===== config.mk =====
export PLATFORM = sky130hd
export DESIGN_NAME = uart_tx_param
export DESIGN_NICKNAME = d
export VERILOG_FILES = /design/src/rtl/uart_tx_param.sv
export SDC_FILE = /design/constraint.sdc
export NUM_CORES = 1
export LEC_CHECK = 0
export ABC_AREA = 0
export BUFFER_PORTS_ARGS = -buffer_cell sky130_fd_sc_hd__buf_2
export CAP_MARGIN = 5
export CELL_PAD_IN_SITES_DETAIL_PLACEMENT = 1
export CELL_PAD_IN_SITES_GLOBAL_PLACEMENT = 1
export CORE_ASPECT_RATIO = 1.4
export CORE_UTILIZATION = 40
export CTS_BUF_LIST = sky130_fd_sc_hd__clkbuf_16
export DETAILED_ROUTE_END_ITERATION = 7
export PLACE_DENSITY_LB_ADDON = 0.25
export SYNTH_ARGS = -nofsm -noshare
export SYNTH_HDL_FRONTEND = slang
export SYNTH_SLANG_ARGS = --single-unit

===== constraint.sdc =====
create_clock -name clk -period 4.82 [get_ports clk]
set_input_delay 0.482 -clock clk [delete_from_list [all_inputs] [get_ports clk]]
set_output_delay 0.482 -clock clk [all_outputs]
set_load 0.01 [all_outputs]

===== src/rtl/uart_tx_param.sv =====
// uart_tx_param: bclk-paced UART transmitter, 5..DATA_WIDTH data bits.
// Define UART_TX_PARITY_EN to build the PARITY state and parity_mode.
module uart_tx_param #(
  parameter int DATA_WIDTH = 8,
  parameter int OS_RATE    = 16
) (
  input  logic                  clk,
  input  logic                  rst_n,
  input  logic                  bclk,
  input  logic                  tx_start,
  input  logic [DATA_WIDTH-1:0] din,
  input  logic [3:0]            data_bits,
  input  logic [1:0]            parity_mode,
  input  logic                  stop2,
  output logic                  tx,
  output logic                  tx_busy,
  output logic                  tx_done
);

  localparam int CW = $clog2(2 * OS_RATE);
  localparam logic [CW-1:0] LAST1 = CW'(OS_RATE - 1);
  localparam logic [CW-1:0] LAST2 = CW'(2 * OS_RATE - 1);
  localparam logic [3:0] NMAX = 4'(DATA_WIDTH);

`ifdef UART_TX_PARITY_EN
  typedef enum logic [2:0] {
    IDLE, START, DATA, PARITY, STOP
  } state_t;
`else
  typedef enum logic [2:0] {
    IDLE, START, DATA, STOP
  } state_t;
`endif

  state_t state_q, state_d;

  logic [CW-1:0]         cnt_q, cnt_d;
  logic [3:0]            idx_q, idx_d;
  logic [DATA_WIDTH-1:0] sh_q, sh_d;
  logic [3:0]            nb_q, nb_d;
  logic                  s2_q, s2_d;
  logic                  tx_q, tx_d;
  logic                  done_q, done_d;

`ifdef UART_TX_PARITY_EN
  logic       par_q, par_d;
  logic [1:0] pm_q, pm_d;
  logic       par_on;
  assign par_on = pm_q[0] ^ pm_q[1];
`else
  logic unused_parity;
  assign unused_parity = ^parity_mode;
`endif

  logic [CW-1:0] last;
  logic          tick_end;
  logic          accept;
  logic          last_bit;
  logic [3:0]    nb_clamp;

  assign last     = (state_q == STOP && s2_q) ? LAST2 : LAST1;
  assign tick_end = bclk && (cnt_q == last);
  assign accept   = (state_q == IDLE) && tx_start && !done_q;
  assign last_bit = (idx_q == nb_q - 4'd1);

  assign tx      = tx_q;
  assign tx_busy = (state_q != IDLE);
  assign tx_done = done_q;

  // Clamp the requested frame length into 5..DATA_WIDTH
  always_comb begin
    nb_clamp = data_bits;
    unique case (1'b1)
      (data_bits < 4'd5):  nb_clamp = 4'd5;
      (data_bits > NMAX):  nb_clamp = NMAX;
      default: ;
    endcase
  end

  // State and datapath registers; reset parks the line high
  always_ff @(posedge clk or negedge rst_n) begin
    if (!rst_n) begin
      state_q <= IDLE;
      cnt_q   <= '0;
      idx_q   <= '0;
      sh_q    <= '0;
      nb_q    <= '0;
      s2_q    <= 1'b0;
      tx_q    <= 1'b1;
      done_q  <= 1'b0;
`ifdef UART_TX_PARITY_EN
      par_q   <= 1'b0;
      pm_q    <= '0;
`endif
    end else begin
      state_q <= state_d;
      cnt_q   <= cnt_d;
      idx_q   <= idx_d;
      sh_q    <= sh_d;
      nb_q    <= nb_d;
      s2_q    <= s2_d;
      tx_q    <= tx_d;
      done_q  <= done_d;
`ifdef UART_TX_PARITY_EN
      par_q   <= par_d;
      pm_q    <= pm_d;
`endif
    end
  end

  // Next-state: each bit advances only on its final bclk tick
  always_comb begin
    state_d = state_q;
    unique case (state_q)
      IDLE:  if (accept) state_d = START;
      START: if (tick_end) state_d = DATA;
      DATA: begin
        if (tick_end && last_bit) begin
`ifdef UART_TX_PARITY_EN
          state_d = par_on ? PARITY : STOP;
`else
          state_d = STOP;
`endif
        end
      end
`ifdef UART_TX_PARITY_EN
      PARITY: if (tick_end) state_d = STOP;
`endif
      STOP:  if (tick_end) state_d = IDLE;
      default: state_d = IDLE;
    endcase
  end

  // Datapath: latch frame at accept, count ticks, shift data out
  always_comb begin
    cnt_d = cnt_q;
    idx_d = idx_q;
    sh_d  = sh_q;
    nb_d  = nb_q;
    s2_d  = s2_q;
`ifdef UART_TX_PARITY_EN
    par_d = par_q;
    pm_d  = pm_q;
`endif
    if (accept) begin
      cnt_d = '0;
      idx_d = '0;
      sh_d  = din;
      nb_d  = nb_clamp;
      s2_d  = stop2;
`ifdef UART_TX_PARITY_EN
      par_d = 1'b0;
      pm_d  = parity_mode;
`endif
    end else if (state_q != IDLE && bclk) begin
      cnt_d = tick_end ? '0 : cnt_q + 1'b1;
      if (tick_end && state_q == START) begin
        idx_d = '0;
      end
      if (tick_end && state_q == DATA) begin
        idx_d = idx_q + 4'd1;
        sh_d  = sh_q >> 1;
`ifdef UART_TX_PARITY_EN
        par_d = par_q ^ sh_q[0];
`endif
      end
    end
  end

  // Outputs: line level follows the state being entered
  always_comb begin
    tx_d = 1'b1;
    unique case (state_d)
      START:  tx_d = 1'b0;
      DATA:   tx_d = sh_d[0];
`ifdef UART_TX_PARITY_EN
      PARITY: tx_d = par_d ^ pm_d[1];
`endif
      default: tx_d = 1'b1;
    endcase
    done_d = (state_q == STOP) && tick_end;
  end

endmodule


Word level (Yosys, flattened, before mapping) --
Index checks and enable logic that the tools add are counted. Widths: inputs -> output; s select.
Storage, ports and cells: logic and storage cells 56, output and inout bits 3, bits in registers 27, input port bits 19
Cells by class: magnitude comparators 2, add/sub/neg operators 3, mux-type cells 18, eq/ne operators 7, reduce and logical (&&, ||, !) cells 17
Operators by type and width (count):
- $mux 8 | 3
- $mux 5 | 4
- $mux 4 | 4
- $mux 3 | 4
- $pmux 3 s4 | 1
- $eq 3x2->1 const B | 3
- $logic_and 1x1->1 | 9
- $pmux 4 s2 | 1
- $eq 3x1->1 const B | 2
- $reduce_bool 3->1 | 2
- $add 5x1->5 const B | 1
- $eq 5x5->1 | 1
- $add 4x1->4 const B | 1
- $eq 4x4->1 | 1
- $gt 4x4->1 const B | 1
- $lt 4x3->1 const B | 1
- $reduce_and 2->1 | 2
- $reduce_bool 2->1 | 2
- $sub 4x1->4 const B | 1
- $logic_not 3->1 | 1
- $pmux 1 s2 | 1
- $logic_not 1->1 | 1

Longest topological paths before layout --
Gate-level depths: netlist of the first run.
depth after elaboration 10, gate-level depth with buffers 7, mapped depth without buffers 6

Least setup slack after synthesis of the first run --
No wires, ideal clock.
kind reg2reg, start register state_q[0], end register nb_q[0], slack 2869 ps, data required time 4746 ps, stages on the path, launching flop included 8, period minus slack after synthesis 1951 ps, setup time 74 ps, arrival 1877 ps, cells stage by stage dfrtp_1 -> buf_6 -> or3_4 -> buf_6 -> or3b_1 -> buf_2 -> or3_1 -> o21ai_2
On the way: cells in the longest elaborated chain, start to end 3
RTL lines:
- from (decl) | RTL line 35 | state_t state_q, state_d;
- from (signal assigned) | RTL line 96 | state_q <= state_d;
- $logic_not 3->1 | RTL line 63 | assign accept = (state_q == IDLE) && tx_start && !done_q;
- $logic_and 1x1->1 (2 in a row) | RTL line 63
- to (signal assigned) | RTL line 100 | nb_q <= nb_d;
- to (decl) | RTL line 40 | logic [3:0] nb_q, nb_d;
No other way between the ends. A chain may end at the register's enable or synchronous reset.

Final worst setup path of the first run --
start register cnt_q[0], end register tx_q (netlist: tx)
On the way: cells in the longest elaborated chain, start to end 7
RTL lines:
- from (decl) | RTL line 37 | logic [CW-1:0] cnt_q, cnt_d;
- from (signal assigned) | RTL line 97 | cnt_q <= cnt_d;
- $eq 5x5->1 (*) | RTL line 62 | assign tick_end = bclk && (cnt_q == last);
- $logic_and 1x1->1 (*) | RTL line 62
- $logic_and 1x1->1 (on tied branches) | RTL line 118, 160
- $mux 3 or $mux 8 (tied branches) | RTL line 118, 160
- $pmux 3 s4 or $mux 8 (tied branches) | RTL line 114, 155
- $eq 3x2->1, or another cell as far along | RTL line 173 | unique case (state_d)
- $pmux 1 s2 (*) | RTL line 173
- named net tx_d | RTL line 42 | logic tx_q, tx_d;
- to (signal assigned) | RTL line 102 | tx_q <= tx_d;
- to (decl) | RTL line 42
The timed path passes the listed nets; every way through them passes the cells marked *. The select of a mux whose other input is x is not followed.

==> flow_summary.ini, run 1 <==
[grt]
gr-usage-met3_pct = 2.71
grt_pass1_wl_um = 5620
busiest_layer = met2
overflow = 0
grt_use_met1_pct = 23.0
antenna_found_initial = 0
grt_max_degree = 28
grt_pass1_vias = 1243
grt_usage_pct = 19.7
grtUsageMet2_pct = 35.2

[route]
viasPerCell = 5.62
totalWireLength_um = 3350
drc = 0
wl_per_cell_um = 16.3
firstDrtPassIters = 4
drt_iter0_markers = 26
num_vias = 1157
ant_nets = 0

[floorplanning]
core_um2 = 3410
die_h_um = 73.2
rows = 25
die_area_um2 = 3860
ios = 22
start_util_pct = 42.4
fp.dieW_um = 52.8

[cells_and_area]
areaGrowthSynthToFinish_pct = 12.9
final.fill_count = 407
num-nets-final = 189
fin_area_um2 = 1630
regArea_um2 = 677
multi_input_area_um2 = 698
antenna_cells = 0
layout-drive-gt1-share_pct = 19.9

[power_and_ir_drop]
power.density_nw_per_um2 = 352
vdd_drop_max_v = 0.000179
p_seq_share_pct = 49.8
p_int_mw = 0.414
p_leak_nw = 0.706
netSwitchingPower_mw = 0.160
fin_total_pwr_mw = 0.574
p_sw_share_pct = 27.9
p_clk_share_pct = 34.2
p_comb_share_pct = 16.0

[clocking]
cts_root_buf = clkbuf_16
cts_resized = 0
post_cts_buffers = 0
cts_inserted_buffers = 3
clk_latency_ns = 0.27
cts_sinks = 27
cts_buffer_depth = 2
holdBufCountCts = 0
clkSlewWorstSetupHoldPaths_ns = 0.07
htreeDepth = 1
cts_tree = yes

[place]
dpl.hpwl_um = 2410
place_ws_ns = 2.58
io_buffers = 19
placed_cell_area_um2 = 1550
gp_congestion = 0.757

[synthesis]
synthArstFlopShare_pct = 100
ys.flop_type = dfrtp_1
yosysTopAreaCell = dfrtp_1
syn_nets = 172
ys_warn_count = 0
synth.distinct_cells = 44
yosysTopAreaCellShare_pct = 45.0
seq_area_frac_synth_pct = 46.8
synthesis.area_um2 = 1450
yosysMostFrequentCell = dfrtp_1
synthTopCellsByCount = dfrtp_1 (26), nand2_1 (25), o21ai_0 (11)
avgSynthCellArea_um2 = 9.64
synth-edff-count = 0
synth-seq-cells = 27
ys_top_cells_by_area = dfrtp_1 (45%), nand2_1 (6.5%), mux2i_1 (4.2%)
postSynthCellCount = 150

[worst_setup_path]
r2r_slack_ns = 2.62
worstPathCellList = ha_1, nand4_1, nor3_2, buf_4, mux2i_1, nor3b_1, o221ai_1
cp_slowest_cell = dfrtp_1
criticalPathCategory = flip-flop to flip-flop
cp.arrival_ns = 2.38
r2r-end = tx$_DFF_PN1_
slowest_delay_ns = 0.39
rr_startpoint = cnt_q[0]$_DFFE_PN0P_
path_max_fanout = 12
cp.required_ns = 5.00
start_kind = flip-flop
endpoint_kind = flip-flop
ff2ff_path_depth = 7

[timing]
layout_setup_ws_ns = 2.62
finalClockSkew_ns = 0.00304
rsz0062_at_grt = false
setup_viol = 0
hold_viol = 0
max_freq_mhz = 454
period_minus_slack_ns = 2.20
drv_slew = 0
slew_headroom_pct = 59.0
worst_slew_pin_slew_ns = 0.614
tns_ns = 0
min_period_over_period_pct = 45.7

[min_path]
min_path_type = input pin to asynchronous set/reset pin

[run_status]
status = finished clean

[flow_run]
maxCapViolCount = 0
-- power groups by stage --
| stage | Sequential [mW] | Combinational [mW] | Clock, mW |
|---|---|---|---|
| 2_1_floorplan | 0.279 | 0.0715 | 0 |
| 4_1_cts | 0.286 | 0.0945 | 0.199 |
| 6_report | 0.286 | 0.0921 | 0.196 |
| 5_1_grt | 0.289 | 0.106 | 0.205 |
| 3_5_place_dp | 0.289 | 0.0942 | 0 |
| 3_3_place_gp | 0.287 | 0.0870 | 0 |
-- flip-flops by register name (all words and copies together) (netlist names) --
name and cells:
s2_q 1, cnt_q 5, nb_q 4, sh_q 8, tx_done 1, tx 1
state_q 3, idx_q 4
-- cells in the final DEF (no fill, tap or decap), types with 3 or more instances in the layout --
cell type and count:
o21ai_0 11, inv_1 4, xor2_1 5, buf_2 19
or3_1 3, ha_1 3, nor2_1 6, nor3_1 3
clkbuf_16 3, a21oi_1 7, nand2_1 25, nand3_1 4
dfrtp_1 26, xnor2_1 5, mux2i_1 6, nand4_1 4
-- cell type report --
type                    count  share of cell area [%]
repair buffers             21                    6.74
clock buffers               3                    4.60
clock inverters             1                   0.460
multi-input cells         110                    42.8
well taps                  40                    3.07
flip-flops and latches     27                    41.5
inverters                   4                   0.920
-- per-layer routing --
| metal | wire [um] | vias up | part of all wire (%) |
|---|---|---|---|
| met5 | 0 | - | 0 |
| met1 | 1380 | 574 | 41 |
| met4 | 48 | 0 | 1.4 |
| li1 | - | 560 | - |
| met3 | 81 | 5 | 2.4 |
| met2 | 1840 | 18 | 55 |
-- stage by stage --
step	cells	hold slack (ns)	util, %
after global routing	206	0.278	47.9
after detailed placement	202	0.496	45.5
after floorplan	150	0.186	-
after global placement	202	0.484	45.5
after CTS	206	0.254	47.9
final	206	0.224	47.9
-- logic make-up after synthesis --
logic type,after synthesis,share of synthesized area (%)
other,1,0.259
and+or+nand+nor,60,22.0
buffers and inverters,13,4.93
muxes,7,4.93
DFF,27,46.8
xor gates and xnor gates,10,6.06
AOI/OAI and AO/OA,29,12.5
adders and majority gates,3,2.60
-- worst max-delay path, delay by kind of cell, from the launching register on --
| family | cells | cell delay (ns) |
|---|---|---|
| AND/OR/NAND/NOR | 3 | 0.84 |
| flip-flops | 1 | 0.39 |
| multiplexers | 1 | 0.27 |
| buffers and inverters | 1 | 0.23 |
| adder cells (fa/ha/maj) | 1 | 0.21 |
| AO/OA/AOI/OAI | 1 | 0.17 |
-- worst max-delay path by stage --
stage	from	end	slack [ns]
3_5_place_dp	bclk	tx$_DFF_PN1_	2.58
6_report	cnt_q[0]$_DFFE_PN0P_	tx$_DFF_PN1_	2.62
5_1_grt	cnt_q[0]$_DFFE_PN0P_	tx$_DFF_PN1_	2.44
2_1_floorplan	state_q[0]$_DFF_PN0_	nb_q[0]$_DFFE_PN0P_	2.87
3_3_place_gp	bclk	tx$_DFF_PN1_	2.61
4_1_cts	cnt_q[0]$_DFFE_PN0P_	tx$_DFF_PN1_	2.60
No activity file was read; power rests on OpenSTA's default activity.
==> run 2, diff against run 1 <==
CORE_UTILIZATION = 38   (was 40)
clock period = 1.75 ns   (was 4.82 ns; I/O delays follow)
==> flow_summary.ini, run 2 (synthesis gave the netlist of run 1 again) <==
[run_status]
status = finished, violations left
violations = setup timing

[worst_setup_path]
rr_startpoint = state_q[2]$_DFF_PN0_
path_max_fanout = 4
r2r_slack_ns = -0.003
endpoint_kind = flip-flop
criticalPathCategory = flip-flop to flip-flop
start_kind = flip-flop
r2r-end = nb_q[0]$_DFFE_PN0P_
ff2ff_path_depth = 4
cp.required_ns = 1.94
cp.arrival_ns = 1.94

[timing]
slew_headroom_pct = 58.0
hold_viol = 0
finalClockSkew_ns = 0.00291
layout_setup_ws_ns = -0.00257
period_minus_slack_ns = 1.75
setup_viol = 1
worst_slew_pin_slew_ns = 0.629
min_period_over_period_pct = 100
drv_slew = 0
rsz0062_at_grt = true
max_freq_mhz = 571

[clocking]
cts_sinks = 27
cts_root_buf = clkbuf_16
htreeDepth = 1
cts_inserted_buffers = 3
clk_latency_ns = 0.26
cts_tree = yes
clkSlewWorstSetupHoldPaths_ns = 0.07
cts_buffer_depth = 2

[route]
drt_iter0_markers = 20
viasPerCell = 5.38
firstDrtPassIters = 4
totalWireLength_um = 3560
drc = 0
ant_nets = 0
wl_per_cell_um = 15.6
num_vias = 1226

[floorplanning]
start_util_pct = 39.7
fp.dieW_um = 54.1
die_area_um2 = 4060
core_um2 = 3640
die_h_um = 75.0
ios = 22
rows = 26

[cells_and_area]
num-nets-final = 209
top_regs = sh_q (8), cnt_q (5)
largest-register = sh_q
layout-drive-gt1-share_pct = 32.3
stdcell_count = 228
areaGrowthSynthToFinish_pct = 27.1
final_common_cell = dfrtp_1
largest_reg_flops = 8
antenna_cells = 0
final_cell_mix = dfrtp_1 (26), nand2_1 (25), buf_2 (19)

[grt]
grt_usage_pct = 20.3
grt_pass1_vias = 1274
grt_max_degree = 28
grt_pass1_wl_um = 5870
overflow = 0
antenna_found_initial = 0

[power_and_ir_drop]
fin_total_pwr_mw = 1.64
vdd_drop_max_v = 0.000496
power.density_nw_per_um2 = 893
p_leak_nw = 0.815

[place]
io_buffers = 19
gp_congestion = 0.841
dpl.hpwl_um = 2600
dp_cells = 218

[min_path]
min_to = sh_q[7]$_DFFE_PN0P_
min_path_type = input pin to flip-flop
whs_path_depth = 3
min_from = din[7]

[flow_run]
maxCapViolCount = 0
[run 2: changes by cell type in the layout (fill, tap and decap cells not counted), sizes merged]
| cell | previous run | this run |
|---|---|---|
| clkinv | 0 | 1 |
| dlygate4sd3 | 0 | 1 |
| buf | 21 | 40 |
| clkinvlp | 1 | 0 |
[run 2: worst max path at each step]
stage / depth (start not counted) / slack, ns / start / to
floorplan: 7 / -0.20 / state_q[0]$_DFF_PN0_ / nb_q[0]$_DFFE_PN0P_
global placement: 5 / 0.006 / state_q[0]$_DFF_PN0_ / tx$_DFF_PN1_
detailed placement: 5 / -0.09 / state_q[0]$_DFF_PN0_ / tx$_DFF_PN1_
CTS: 4 / -0.02 / state_q[0]$_DFF_PN0_ / nb_q[0]$_DFFE_PN0P_
global route: 4 / -0.05 / state_q[0]$_DFF_PN0_ / nb_q[0]$_DFFE_PN0P_
finish: 4 / -0.003 / state_q[2]$_DFF_PN0_ / nb_q[0]$_DFFE_PN0P_
[run 2: layout make-up]
cell class                      count  area, um^2
Clock inverter                      1        5.00
Sequential cell                    27         677
Fill cell                         425        1810
Clock buffer                        3        75.1
Tap cell                           42        52.6
Timing Repair Buffer               41         274
Multi-Input combinational cell    110         739
Inverter                            4        15.0
[run 2: critical path, stage by stage, from the launching register on]
cell,delay (ns)
dfrtp_1,0.41
or3_4,0.42
or3b_4,0.41
or3_1,0.37
o21ai_2,0.07
[run 2: through the flow]
stage | worst slack, ns | area (um^2) | TNS (ns) | util, % | hold WS [ns]
final | -0.00257 | 1840 | -0.00257 | 50.4 | 0.100
after global routing | -0.0481 | 1840 | -0.112 | 50.4 | 0.117
after CTS | -0.0191 | 1780 | -0.0191 | 48.9 | 0.0993
after detailed placement | -0.0883 | 1660 | -0.208 | 45.7 | 0.237
after global placement | 0.00624 | 1660 | 0 | 45.7 | 0.224
after floorplan | -0.201 | 1460 | -0.484 | - | -0.121
[run 2: per-layer routing]
metal	global-route usage (%)	wire, um	vias up
li1	-	-	601
met5	0	0	-
met4	8.55	42	0
met3	3.03	75	4
met2	35.4	1950	17
met1	24.0	1490	604
[run 2: power by group]
part	total, mW	switching [mW]	internal (mW)
sequential	0.779	0.0678	0.711
clock	0.528	0.220	0.309
combinational	0.333	0.160	0.173
total	1.64	0.448	1.19
[run 2: what timing repair did]
item                                    CTS  global route
cloned                                    0             0
hold buffers                              1             0
endpoints found under the hold margin    26             0
endpoints found under the setup margin    6            10
pin swaps                                 3             7
gates resized for setup                   4            10
buffers inserted                          2             3
==> run 3, diff against run 2 <==
PLACE_DENSITY = 0.81   (was unset)
PLACE_DENSITY_LB_ADDON = unset   (was 0.25)
==> flow_summary.ini, run 3 (synthesis gave the netlist of run 1 again) <==
[power_and_ir_drop]
vdd_drop_max_v = 0.000673
power.density_nw_per_um2 = 893
p_leak_nw = 0.796
fin_total_pwr_mw = 1.62

[timing]
max_freq_mhz = 571
min_period_over_period_pct = 100
setup_viol = 1
rsz0062_at_grt = true
drv_slew = 0
layout_setup_ws_ns = -0.000745
hold_viol = 0
finalClockSkew_ns = 0.00177
period_minus_slack_ns = 1.75
slew_headroom_pct = 59.0
worst_slew_pin_slew_ns = 0.615

[place]
dpl.hpwl_um = 2670
gp_congestion = 0.896
placed_cell_area_um2 = 1650
io_buffers = 19

[flow_run]
maxCapViolCount = 0

[cells_and_area]
num-nets-final = 203
largest_reg_flops = 8
top_regs = sh_q (8), cnt_q (5)
final_cell_mix = dfrtp_1 (26), nand2_1 (25), buf_2 (19)
largest-register = sh_q
fin_area_um2 = 1820
areaGrowthSynthToFinish_pct = 25.8
layout-drive-gt1-share_pct = 30.6
antenna_cells = 0
final_common_cell = dfrtp_1

[floorplanning]
core_um2 = 3640
die_h_um = 75.0
fp.dieW_um = 54.1
start_util_pct = 39.7
rows = 26
die_area_um2 = 4060
ios = 22

[worst_setup_path]
cp_common_cell = or3_4
start_kind = flip-flop
cp_slowest_cell = or3b_4
cp.arrival_ns = 1.94
worstPathCellList = or3_4, or3b_4, or3_4, o21ai_2
slowest_delay_ns = 0.44
ff2ff_path_depth = 4
criticalPathCategory = flip-flop to flip-flop
cp.required_ns = 1.94
path_max_fanout = 3
endpoint_kind = flip-flop

[clocking]
cts_root_buf = clkbuf_16
cts_tree = yes
cts_buffer_depth = 2
cts_inserted_buffers = 3
clk_latency_ns = 0.26
clkSlewWorstSetupHoldPaths_ns = 0.07
cts_sinks = 27
htreeDepth = 1

[route]
viasPerCell = 5.64
firstDrtPassIters = 4
drt_iter0_markers = 16
totalWireLength_um = 3930
ant_nets = 0
num_vias = 1253
drc = 0
wl_per_cell_um = 17.7

[min_path]
min_path_type = input pin to flip-flop
whs_path_depth = 3

[grt]
grt_usage_pct = 20.7
grt_max_degree = 28
overflow = 0
antenna_found_initial = 0
grt_pass1_wl_um = 6050
grt_pass1_vias = 1290

[run_status]
status = finished, violations left
violations = setup timing
==> run 3: timing repair <==
| item | 4_1_cts | 5_1_grt |
|---|---|---|
| cloned | 0 | 0 |
| endpoints found under the setup margin | 7 | 14 |
| buffers inserted | 0 | 3 |
| pin swaps | 0 | 7 |
| hold buffers | 1 | 0 |
| endpoints found under the hold margin | 26 | 0 |
| gates resized for setup | 3 | 14 |
==> run 3: path summary, 6_finish.rpt <==
| path | from | to | slack (ns) |
|---|---|---|---|
| max in group asynchronous | rst_n | state_q[2]$_DFF_PN0_ | 0.88 |
| setup reg to reg | state_q[1]$_DFF_PN0_ | nb_q[0]$_DFFE_PN0P_ | -0.0007 |
| hold / removal | din[7] | sh_q[7]$_DFFE_PN0P_ | 0.11 |
| hold reg to reg | nb_q[3]$_DFFE_PN0P_ | nb_q[3]$_DFFE_PN0P_ | 0.53 |
| setup / recovery | state_q[1]$_DFF_PN0_ | nb_q[0]$_DFFE_PN0P_ | -0.0007 |
| min in group asynchronous | rst_n | idx_q[3]$_DFFE_PN0P_ | 0.46 |
==> run 3: critical path: cells and delay by family, from the launching register on <==
kind,cells,cell delay (ns)
compound gates,1,0.06
flops,1,0.39
simple gates,3,1.23
==> run 3: final cells by class <==
cell class	count	area, um^2
Clock inverter	1	7.51
Fill cell	432	1820
Clock buffer	3	75.1
Tap cell	42	52.6
Timing Repair Buffer	35	246
Sequential cell	27	677
Inverter	4	15.0
Multi-Input combinational cell	110	746
==> run 3: stage by stage <==
step / hold WS [ns] / util (%) / TNS [ns] / setup slack, ns / cells
final: 0.111 / 49.9 / -0.000745 / -0.000745 / 222
after global routing: 0.105 / 49.9 / -0.539 / -0.104 / 222
after CTS: 0.104 / 47.9 / -0.121 / -0.0559 / 219
after detailed placement: 0.225 / 45.2 / -0.0650 / -0.0361 / 214
after global placement: 0.222 / 45.2 / 0 / 0.0284 / 214
after floorplan: -0.121 / - / -0.484 / -0.201 / 150
==> run 3: routing by layer <==
metal	wire length (um)	GRT usage [%]	share of wire, %
met5	0	0	0
met4	36	7.41	0.92
met3	88	2.02	2.2
met2	2250	38.9	57
met1	1550	23.3	39
==> run 3: power breakdown <==
group          switching, mW  leakage (nW)  internal [mW]
Sequential            0.0680         0.342          0.711
Clock                  0.210        0.0371          0.310
Combinational          0.170         0.417          0.155
